**config.mk**
```make
export PLATFORM = sky130hd
export DESIGN_NAME = psum_accumulator_flat
export DESIGN_NICKNAME = d
export VERILOG_FILES = /design/src/rtl/psum_accumulator_if.sv /design/src/rtl/psum_accumulator.sv /design/src/flat_wrapper.sv
export SDC_FILE = /design/constraint.sdc
export NUM_CORES = 1
export LEC_CHECK = 0
export CORE_MARGIN = 5
export CORE_UTILIZATION = 50
export DETAILED_ROUTE_END_ITERATION = 10
export GPL_ROUTABILITY_DRIVEN = 1
export PLACE_DENSITY = 0.73
export SLEW_MARGIN = 10
export SYNTH_ARGS = -nofsm -noshare
export SYNTH_HDL_FRONTEND = slang
export SYNTH_SLANG_ARGS = --single-unit
```
**constraint.sdc**
```tcl
create_clock -name clk -period 5.5 [get_ports clk]
set_clock_uncertainty 0.15 [all_clocks]
set_input_delay 1.1 -clock clk [delete_from_list [all_inputs] [get_ports clk]]
set_output_delay 1.1 -clock clk [all_outputs]
set_load 0.01 [all_outputs]
```
**src/rtl/psum_accumulator_if.sv**
```systemverilog
// Handshake bundle between a PE product source and the partial-sum accumulator.
// The master drives products and commands. The slave is the accumulator.
interface psum_accumulator_if #(
  parameter int unsigned product_width = 20,
  parameter int unsigned acc_width     = 32,
  parameter int unsigned len_width     = 8
);
  // Window control
  logic                        start;
  logic [len_width-1:0]        acc_len;
  logic                        busy;

  // Product stream
  logic                        prod_valid;
  logic signed [product_width-1:0] prod_in;
  logic                        prod_ready;

  // Partial-sum result stream
  logic                        psum_valid;
  logic                        psum_ready;
  logic signed [acc_width-1:0] psum_out;
  logic                        psum_sat;

  modport master (
    output start, acc_len, prod_valid, prod_in, psum_ready,
    input  busy, prod_ready, psum_valid, psum_out, psum_sat
  );

  modport slave (
    input  start, acc_len, prod_valid, prod_in, psum_ready,
    output busy, prod_ready, psum_valid, psum_out, psum_sat
  );
endinterface

```
**src/rtl/psum_accumulator.sv**
```systemverilog
// Saturating partial-sum accumulator. A window of acc_len signed products is summed.
// The finished sum is then held on psum_out until the consumer takes it.
module psum_accumulator #(
  parameter int unsigned product_width = 20,
  parameter int unsigned acc_width     = 32,
  parameter int unsigned len_width     = 8
) (
  input  logic                 clk,
  input  logic                 rst,
  psum_accumulator_if.slave    bus
);

  typedef enum logic [1:0] {StIdle, StAcc, StOut} state_e;

  localparam logic signed [acc_width-1:0] AccMax = {1'b0, {(acc_width-1){1'b1}}};
  localparam logic signed [acc_width-1:0] AccMin = {1'b1, {(acc_width-1){1'b0}}};

  state_e state_q, state_d;

  logic signed [acc_width-1:0] acc_q, acc_d;
  logic signed [acc_width-1:0] psum_q, psum_d;
  logic [len_width-1:0]        len_q, len_d;
  logic [len_width-1:0]        count_q, count_d;
  logic                        sat_q, sat_d;

  // One guard bit above the accumulator exposes signed overflow of the add
  logic signed [acc_width:0]   acc_ext, prod_ext, sum_wide;
  logic signed [acc_width-1:0] sum_clamped;
  logic                        clamp;
  logic                        last_prod;

  // Saturating adder: clamp whenever the guard bit disagrees with the result sign
  always_comb begin
    acc_ext  = {acc_q[acc_width-1], acc_q};
    prod_ext = {{(acc_width - product_width + 1){bus.prod_in[product_width-1]}}, bus.prod_in};
    sum_wide = acc_ext + prod_ext;
    clamp    = 1'b0;
    sum_clamped = sum_wide[acc_width-1:0];
    if (!sum_wide[acc_width] && sum_wide[acc_width-1]) begin
      sum_clamped = AccMax;
      clamp       = 1'b1;
    end else if (sum_wide[acc_width] && !sum_wide[acc_width-1]) begin
      sum_clamped = AccMin;
      clamp       = 1'b1;
    end
  end

  // len_q is never zero in StAcc, so len_q - 1 cannot wrap; count tops out at len_q
  assign last_prod = (count_q == len_q - 1'b1);

  // Next-state and datapath update
  always_comb begin
    state_d = state_q;
    acc_d   = acc_q;
    psum_d  = psum_q;
    len_d   = len_q;
    count_d = count_q;
    sat_d   = sat_q;
    unique case (state_q)
      StIdle: begin
        if (bus.start && (bus.acc_len != '0)) begin
          len_d   = bus.acc_len;
          acc_d   = '0;
          count_d = '0;
          sat_d   = 1'b0;
          state_d = StAcc;
        end
      end
      StAcc: begin
        if (bus.prod_valid) begin
          acc_d   = sum_clamped;
          count_d = count_q + 1'b1;
          if (clamp) begin
            sat_d = 1'b1;
          end
          if (last_prod) begin
            psum_d  = sum_clamped;
            state_d = StOut;
          end
        end
      end
      StOut: begin
        if (bus.psum_ready) begin
          state_d = StIdle;
        end
      end
      default: state_d = StIdle;
    endcase
  end

  // State register
  always_ff @(posedge clk) begin
    if (rst) begin
      state_q <= StIdle;
    end else begin
      state_q <= state_d;
    end
  end

  // Datapath registers
  always_ff @(posedge clk) begin
    if (rst) begin
      acc_q   <= '0;
      psum_q  <= '0;
      len_q   <= '0;
      count_q <= '0;
      sat_q   <= 1'b0;
    end else begin
      acc_q   <= acc_d;
      psum_q  <= psum_d;
      len_q   <= len_d;
      count_q <= count_d;
      sat_q   <= sat_d;
    end
  end

  // Status outputs are forced low while rst is high, even before the reset edge lands
  always_comb begin
    bus.prod_ready = !rst && (state_q == StAcc);
    bus.psum_valid = !rst && (state_q == StOut);
    bus.busy       = !rst && (state_q != StIdle);
    bus.psum_out   = psum_q;
    bus.psum_sat   = sat_q;
  end

endmodule

```
**src/flat_wrapper.sv**
```systemverilog
// flat-port wrapper written by rule: the top's interface ports become plain ports
module psum_accumulator_flat 
#(
  parameter int unsigned product_width = 20,
  parameter int unsigned acc_width     = 32,
  parameter int unsigned len_width     = 8
)
  (clk, rst, bus_start, bus_acc_len, bus_prod_valid, bus_prod_in, bus_psum_ready, bus_busy, bus_prod_ready, bus_psum_valid, bus_psum_out, bus_psum_sat);
  psum_accumulator_if #(.product_width(product_width), .acc_width(acc_width), .len_width(len_width)) bus_i ();
  input  logic clk;
  input  logic rst;
  input wire logic [$bits(bus_i.start)-1:0] bus_start;
  input wire logic [$bits(bus_i.acc_len)-1:0] bus_acc_len;
  input wire logic [$bits(bus_i.prod_valid)-1:0] bus_prod_valid;
  input wire logic [$bits(bus_i.prod_in)-1:0] bus_prod_in;
  input wire logic [$bits(bus_i.psum_ready)-1:0] bus_psum_ready;
  output wire logic [$bits(bus_i.busy)-1:0] bus_busy;
  output wire logic [$bits(bus_i.prod_ready)-1:0] bus_prod_ready;
  output wire logic [$bits(bus_i.psum_valid)-1:0] bus_psum_valid;
  output wire logic [$bits(bus_i.psum_out)-1:0] bus_psum_out;
  output wire logic [$bits(bus_i.psum_sat)-1:0] bus_psum_sat;
  assign bus_i.start = bus_start;
  assign bus_i.acc_len = bus_acc_len;
  assign bus_i.prod_valid = bus_prod_valid;
  assign bus_i.prod_in = bus_prod_in;
  assign bus_i.psum_ready = bus_psum_ready;
  assign bus_busy = bus_i.busy;
  assign bus_prod_ready = bus_i.prod_ready;
  assign bus_psum_valid = bus_i.psum_valid;
  assign bus_psum_out = bus_i.psum_out;
  assign bus_psum_sat = bus_i.psum_sat;
  psum_accumulator #(.product_width(product_width), .acc_width(acc_width), .len_width(len_width)) u_core (.clk(clk), .rst(rst), .bus(bus_i));
endmodule
```
==> reports/summary.txt <==
Run status: complete, no violations
Syn Nets: 749
Initial drt markers: 382
Largest net degree at the start of global routing: 57
GPL Wtd Cong: 0.985
Crit start category: primary input
Net Switching: 0.000499 W
Core Area: 10,300 µm²
Final Hold Viols: 0
Clk_lat worst skew: 0.36 ns
Critical path cell sequence: clkdlybuf4s50_1 > ha_1 > inv_1 > fa_1 > nand2b_1 > a21oi_1 > o21ai_0 > a21oi_1 > a221oi_1 > o31a_1 > o21ai_2 > inv_1 > ha_1 > buf_4 > nor2_1 > a21oi_1 > o32ai_1
Mapped Area: 5290 µm²
Max-cap violations: 0
CTS tree: done
Worst Path Buf+Inv: 4
Clock transition at path regs: 0.09 ns
Area growth, synth to finish: 20.0%
Logic pwr share: 25.6%
Die Width: 113 µm
Post-synth EDFFs: 0
Worst hold stages: 2
Highest-delay cell along the critical path: clkdlybuf4s50_1
First-pass GRT wire length: 26.5 mm
H-tree Lvls: 3
Wirelength per Cell: 18.4 µm
Die area: 12,700 µm²
Initial core utilization: 51.2%
Hold buffer count at cts: 0
Nets: 813
Worst vdd ir: 0.122 mV
Via Count: 5,339
RSZ-0062 raised after global routing: no
Row cnt: 37
Number of global-route vias before repair: 5,187
Sum Neg Setup Slack: 0 ns
Drt first pass iters: 7
PostCTS Resize Cnt: 0
Worst rel slew slack: 42.8%
Placed Cells: 868
Crit path max fanout: 11
Post-synth top area share: 31.4%
Asr flop ratio synth: 0%
Critical Path RT: 5.61 ns
Yosys warns: 0
Maximum clock frequency: 200 MHz
Gr ovfl total: 0
Clock group share of total power: 31.5%
Arr. time, crit path: 5.12 ns
Worst R2R Path Depth: 16
Post CTS Setup Buffer Count: 0
Internal power: 0.000982 W
Root buffer cell: clkbuf_8
XOR/XNOR Fraction of Synth Area: 7.46%
Pre-CTS setup slack: 0.124 ns
Crit path setup slack, layout: 0.491 ns
Sw frac: 33.7%
Post-Route WL: 16.2 mm
Sequential share of power: 42.9%
Fin cells: 884
Post-Syn Area per Cell: 7.78 µm²
GRT Overall Usage: 25.5%
Worst R2R End: u_core.bus.psum_out[13]
Maximum single-stage delay on the critical path: 0.46 ns
Post-synthesis register bit count: 83
Final min period: 5.01 ns
Worst R2R Setup Slack: 1.32 ns
IO buf count: 68
Unique masters post-synth: 60
Largest family of logic cells by synthesized area: compound AO/OA/AOI/OAI gates
Post-Synth Adder-Cell Area: 8.90%
WHS Endpoint: u_core.bus.psum_out[8]
Area contributors post-synth: dfxtp_1 31%, a21oi_1 8.5%, ha_1 8.5%
Clk sinks: 83
Dpl hpwl: 12.4 mm
Synth Area in Compound Gates: 26.8%
Hold_sp: u_core.bus.psum_out[8]
# diodes: 0
Cell family with most CP delay: compound AO/OA/AOI/OAI gates
Cell taking the most area after synthesis: dfxtp_1
Reg2Reg Launch Point: u_core.acc_q[0]
Portion of netlist area occupied by mux cells: 0.616%
I/O pin count: 69
Layout cells sized above 1: 6.02%
Post-Syn Instances: 679
DRT antenna net count: 0
Post-Synth Simple-Gate Area: 21.1%
Final count of negative-setup-slack endpoints: 0
Drt drc: 0
Worst min-delay path category: reg -> reg
Leakage: 2.56 nW
Count leader, synth: a21oi_1
Main flop type after synthesis: dfxtp_1
Vias/cell: 6.04
Clk buf depth: 2
CTS Buf Count: 9
Sequential share of the synthesized area: 31.4%
CP endpoint kind: flip-flop
Power Dens Cells: 234 nW/µm²
Setup CP Type: in -> reg
Max Slew Vio Count: 0
Worst-Margin Slew: 0.855 ns
Period utilization: 91.1%
Die H: 113 µm
Synth top cells by count: 90 x a21oi_1, 83 x dfxtp_1, 82 x nand2_1
Initial antenna violation count: 0
Crit-path most repeated cell: a21oi_1
[per-layer routing]
layer / GRT usage [%] / vias to the layer above / part of all wire (%)
met1: 34.1 / 2485 / 44
li1: - / 2594 / -
met5: 0 / - / 0
met2: 42.1 / 225 / 48
met3: 4.39 / 35 / 5.9
met4: 7.53 / 0 / 2.4
[power by group through the flow]
| stage | clock (W) | combinational [W] | sequential (W) |
|---|---|---|---|
| 2_1_floorplan | 0 | 0.000255 | 0.000644 |
| 3_3_place_gp | 0 | 0.000363 | 0.000649 |
| 3_5_place_dp | 0 | 0.000370 | 0.000650 |
| 4_1_cts | 0.000470 | 0.000373 | 0.000636 |
| 5_1_grt | 0.000494 | 0.000413 | 0.000639 |
| 6_report | 0.000467 | 0.000378 | 0.000636 |
[placed cells by master (no fill, tap or decap), types with 3 or more instances in the layout]
cell type	n
nor2_1	63
nor4_1	4
nor2b_1	7
a221oi_1	6
and2_1	8
a31oi_1	7
xnor2_1	17
o21ai_0	40
a2bb2oi_1	6
nand4_1	10
nor3_1	13
or4_1	5
o32ai_1	4
buf_4	19
clkdlybuf4s50_1	67
a21o_1	20
a211oi_1	13
dfxtp_1	83
clkbuf_8	9
and3_1	8
o211ai_1	6
a21oi_1	90
nand3_1	17
o22ai_1	5
inv_1	15
nand2_1	82
or3_1	3
o31ai_1	6
xor2_1	28
ha_1	36
nand2b_1	3
[worst register-to-register path, cell delays in order (launching register included)]
cell and delay (ns):
dfxtp_1 0.36, ha_1 0.17, inv_1 0.06, fa_1 0.40
nand2b_1 0.19, a21oi_1 0.25, o21ai_0 0.22, a21oi_1 0.29
a221oi_1 0.17, o31a_1 0.31, o21ai_2 0.23, inv_1 0.07
ha_1 0.29, buf_4 0.21, nor2_1 0.31, a21oi_1 0.15
o32ai_1 0.26
[cell families after synthesis]
family,after synthesis
xor gates and xnor gates,45
and+or+nand+nor,233
DFF,83
buffers and inverters,50
muxes,3
adders and majority gates,37
AOI/OAI and AO/OA,228
[worst max path at each step]
stage | slack, ns | cells past startpoint | startpoint | end
finish | 0.49 | 17 | bus_prod_in[0] | u_core.bus.psum_out[13]
global route | 0.14 | 17 | bus_prod_in[0] | u_core.bus.psum_out[13]
CTS | 0.51 | 17 | bus_prod_in[0] | u_core.bus.psum_out[13]
detailed placement | 0.12 | 17 | bus_prod_in[0] | u_core.bus.psum_out[13]
global placement | 0.28 | 17 | bus_prod_in[0] | u_core.bus.psum_out[13]
floorplan | 1.12 | 17 | bus_prod_in[17] | u_core.bus.psum_out[3]
[flip-flops by register name (all words and copies together), names as in the netlist]
name / flops
u_core.acc_q: 32
u_core.bus.psum_out: 32
u_core.bus.psum_sat: 1
u_core.count_q: 8
u_core.len_q: 8
u_core.state_q: 2
[metrics by stage]
stage,utilization [%],hold slack [ns],power (W),cell area (µm²)
after floorplan,-,0.286,0.000899,5290
after global placement,59.5,0.293,0.00101,6140
after detailed placement,59.5,0.300,0.00102,6140
after CTS,61.4,0.319,0.00148,6340
after global routing,61.4,0.350,0.00155,6340
final,61.4,0.314,0.00148,6340
[final cells by class]
class | count | area (µm²)
inverters | 16 | 60.1
well taps | 136 | 170
fillers | 944 | 3980
flip-flops and latches | 83 | 1660
multi-input cells | 546 | 3430
clock inverters | 6 | 73.8
clock buffers | 10 | 128
repair buffers | 87 | 818
(Power assumes the default switching activity.)
